### src/rtl/mips_pipe_defs.sv
// rtl/mips_pipe_defs.sv - shared pipeline hazard state encodings and divide latency
package mips_pipe_defs;

  typedef enum logic {
    PH_RUN      = 1'b0,
    PH_DIV_WAIT = 1'b1
  } ph_state_t;

  localparam int DIV_CYCLES_DEF = 32;

endpackage

### src/rtl/pipe_hazard_ctrl.sv
// rtl/pipe_hazard_ctrl.sv - stall/flush controller for the 5-stage F/D/E/M/W pipeline
module pipe_hazard_ctrl
  import mips_pipe_defs::*;
#(
  parameter int REG_W      = 5,
  parameter int DIV_CYCLES = DIV_CYCLES_DEF
) (
  input  logic             clk,
  input  logic             rst,
  input  logic [REG_W-1:0] id_rs,
  input  logic [REG_W-1:0] id_rt,
  input  logic [REG_W-1:0] ex_rt,
  input  logic             ex_memtoreg,
  input  logic             ex_div_start,
  input  logic             mem_stall,
  input  logic             mem_exc,
  output logic             stall_f,
  output logic             stall_d,
  output logic             stall_e,
  output logic             stall_m,
  output logic             flush_d,
  output logic             flush_e,
  output logic             flush_m,
  output logic             flush_w,
  output logic             pc_redirect,
  output logic             div_busy,
  output logic             div_done
);

  localparam int CNT_W = $clog2(DIV_CYCLES);

  ph_state_t        state, state_n;
  logic [CNT_W-1:0] cnt, cnt_n;
  logic             load_use;

  assign load_use = ex_memtoreg && (ex_rt != '0) &&
                    ((ex_rt == id_rs) || (ex_rt == id_rt));

  always_ff @(posedge clk) begin
    if (rst) begin
      state <= PH_RUN;
      cnt   <= '0;
    end else begin
      state <= state_n;
      cnt   <= cnt_n;
    end
  end

  // Priority: exception > SRAM wait > divide > load-use.
  always_comb begin
    state_n     = state;
    cnt_n       = cnt;
    stall_f     = 1'b0;
    stall_d     = 1'b0;
    stall_e     = 1'b0;
    stall_m     = 1'b0;
    flush_d     = 1'b0;
    flush_e     = 1'b0;
    flush_m     = 1'b0;
    flush_w     = 1'b0;
    pc_redirect = 1'b0;
    div_busy    = (state == PH_DIV_WAIT);
    div_done    = 1'b0;

    if (mem_exc) begin
      flush_d     = 1'b1;
      flush_e     = 1'b1;
      flush_m     = 1'b1;
      pc_redirect = 1'b1;
      state_n     = PH_RUN;
      cnt_n       = '0;
    end else if (mem_stall) begin
      stall_f = 1'b1;
      stall_d = 1'b1;
      stall_e = 1'b1;
      stall_m = 1'b1;
      flush_w = 1'b1;
    end else if (state == PH_DIV_WAIT) begin
      if (cnt != '0) begin
        stall_f = 1'b1;
        stall_d = 1'b1;
        stall_e = 1'b1;
        flush_m = 1'b1;
        cnt_n   = cnt - CNT_W'(1);
      end else begin
        div_done = 1'b1;
        state_n  = PH_RUN;
      end
    end else if (ex_div_start) begin
      // The start cycle is itself a stall, so the wait counts DIV_CYCLES-2 down to 0.
      stall_f = 1'b1;
      stall_d = 1'b1;
      stall_e = 1'b1;
      flush_m = 1'b1;
      cnt_n   = CNT_W'(DIV_CYCLES - 2);
      state_n = PH_DIV_WAIT;
    end else if (load_use) begin
      stall_f = 1'b1;
      stall_d = 1'b1;
      flush_e = 1'b1;
    end
  end

endmodule

### config.mk
export PLATFORM = sky130hd
export DESIGN_NAME = pipe_hazard_ctrl
export DESIGN_NICKNAME = d
export VERILOG_FILES = /design/src/rtl/mips_pipe_defs.sv /design/src/rtl/pipe_hazard_ctrl.sv
export SDC_FILE = /design/constraint.sdc
export NUM_CORES = 1
export LEC_CHECK = 0
export ABC_AREA = 1
export BUFFER_PORTS_ARGS = -buffer_cell sky130_fd_sc_hd__buf_2
export CORE_MARGIN = 3
export CORE_UTILIZATION = 40
export CTS_CLUSTER_DIAMETER = 200
export DETAILED_ROUTE_END_ITERATION = 6
export PLACE_DENSITY = 0.73
export SYNTH_ARGS = -nofsm -noshare
export SYNTH_HDL_FRONTEND = slang
export SYNTH_SLANG_ARGS = --single-unit
### constraint.sdc
create_clock -name clk -period 1.1 [get_ports clk]
set_input_delay 0.11 -clock clk [delete_from_list [all_inputs] [get_ports clk]]
set_output_delay 0.11 -clock clk [all_outputs]
set_load 0.05 [all_outputs]
==> flow_metrics.tcl <==
set metrics [dict create \
    status "finished, violations left" \
    failed_checks "setup timing" \
    fp.dieH_um 46.3 \
    grt_pass1_vias 824 \
    place_hpwl_mm 1.50 \
    synth.area.top_cells "nand2_1, dfxtp_1, inv_1, nand3_1, nor2_1" \
    hold_slack_ps 161 \
    hold_viol 0 \
    initial_utilization 0.459 \
    start_kind "flop" \
    ys.warnings.count 0 \
    dp_cells 171 \
    h-tree-depth 1 \
    ys_seq_area_frac 0.185 \
    core_area_mm2 0.00142 \
    ant_nets 0 \
    avgRoutedWirePerCell_um 11.5 \
    yosysUniqueCellTypes 19 \
    gp_congestion 0.735 \
    synth_top_area_share 0.243 \
    setup_viol 12 \
    dieArea_mm2 0.00214 \
    drt-initial-drc-count 19 \
    via_count 880 \
    antennaDiodeCount 0 \
    path_max_fanout 4 \
    synth_cells 118 \
    die_w_um 46.3 \
    clock_path_buffers 2 \
    layout_setup_ws_ps -411 \
    worst_pin_slew_ps 250 \
    r2r_cells 7 \
    min_period_over_period 1.37 \
    portBuffers 31 \
    cts_tree "done" \
    hold_class "in2reg" \
    ios 32 \
    final_cell_mix "nand2_1, buf_2, inv_1, buf_4, nor2_1" \
    placementRows 13 \
    grt_antenna_before_repair 0 \
    slew_headroom 0.834 \
    drv_slew 0 \
    root_buffer "clkbuf_4" \
    numCtsBuffers 3 \
    grt-ovfl-total 0 \
    period_needed_ps 1510 \
    max_cap_violations 0 \
    power_uw 893 \
    area_growth_pct 75.9 \
    reg2reg_slack_ps -270 \
    mostFrequentLayoutCell "nand2_1" \
    endpoint_kind "output port" \
    syn_area_um2 649 \
    p_per_area_mw_per_mm2 782 \
    critPathKind "reg2out" \
    arrival_ps 1400 \
    timing.setup.tns_ps -3620 \
    skew_ps 11.0 \
    ys_ff_latch 6 \
    clock.fmax_mhz 662 \
    via_per_inst 4.89 \
    min_path_cells 3 \
    ctsHoldBuffers 0 \
    rsz0062_at_grt "true" \
    synth_nets 141 \
    cp.required_ps 990 \
    clkTransAtPathRegs_ps 60 \
    synth_top_cell_by_area "nand2_1" \
    dpl_worst_slack_ps -280 \
    drtPass1Iterations 4 \
    routed_wl_mm 2.06 \
    vdd_ir_drop_max_v 0.000776 \
    syn_area_per_cell_um2 5.50 \
    grt_pass1_wl_mm 3.44 \
    clk_latency_ps 250 \
    drive_gt1_frac 0.455 \
    leakage_uw 0.000616 \
    grt_max_degree 8 \
    fin_cells 180 \
    fin_nets 189 \
    drc_errors 0 \
    gr-usage-all-layers 0.220 \
    clock-sinks 6 \
]
logic make-up after synthesis:
family,synth area share
buf+inv,0.208
fa+ha+maj,0.0385
xor+xnor,0.0270
compound gates,0.0636
simple gates,0.478
flops,0.185
worst max-delay path: stages, from the launching register on:
cell and delay (ps):
dfxtp_4 360, or2_4 290, a31oi_4 250, nand2_4 90, buf_8 150
per-layer routing:
metal / global-route usage / wire (um) / up-vias
met4: 0.0170 / 12 / 0
met3: 0.0586 / 115 / 4
li1: - / - / 447
met5: 0 / 0 / -
met2: 0.415 / 1150 / 31
met1: 0.252 / 782 / 398
flip-flops by register name, summed over array words and instances (netlist names):
name and cells:
cnt 5, div_busy 1
stage by stage:
stage | utilization | cell area (um2)
floorplan | - | 737
global route | 0.807 | 1140
detailed placement | 0.673 | 952
finish | 0.807 | 1140
global placement | 0.673 | 952
CTS | 0.788 | 1110
synthesized netlist by cell type:
cell type / instances
a21oi_1: 5
a31oi_1: 1
buf_4: 4
buf_6: 1
dfxtp_1: 6
ha_1: 2
inv_1: 24
inv_2: 1
nand2_1: 42
nand3_1: 9
nand3_4: 1
nand4_1: 2
nand4_2: 1
nor2_1: 12
nor3_1: 1
o21ai_0: 2
or2_2: 1
or2_4: 1
xnor2_1: 2
timing repair:
| action | 4_1_cts | 5_1_grt |
|---|---|---|
| setup endpoints to repair | 12 | 12 |
| pin swaps | 8 | 2 |
| gates resized for setup | 29 | 5 |
| endpoints found under the hold margin | 0 | 0 |
| buffers inserted | 4 | 1 |
power by group:
group | leakage [uW] | total (uW) | switching, uW | internal (uW)
clock network | 0.0000150 | 234 | 96.0 | 138
registers | 0.0000501 | 230 | 6.54 | 224
logic | 0.000551 | 429 | 255 | 174
area by class of cell:
class / count / area [um2]
Clock buffer: 4 / 26.3
Sequential cell: 6 / 125
Inverter: 25 / 96.3
Multi-Input combinational cell: 82 / 529
Fill cell: 107 / 273
Timing Repair Buffer: 48 / 347
Tap cell: 15 / 18.8
worst paths after layout:
path	from	to
worst max register to register	div_busy	cnt[4]
worst min register to register	cnt[0]	cnt[0]
worst min-delay path	mem_stall	div_busy
worst max-delay path	div_busy	stall_f
No activity file was read; power rests on OpenSTA's default activity.
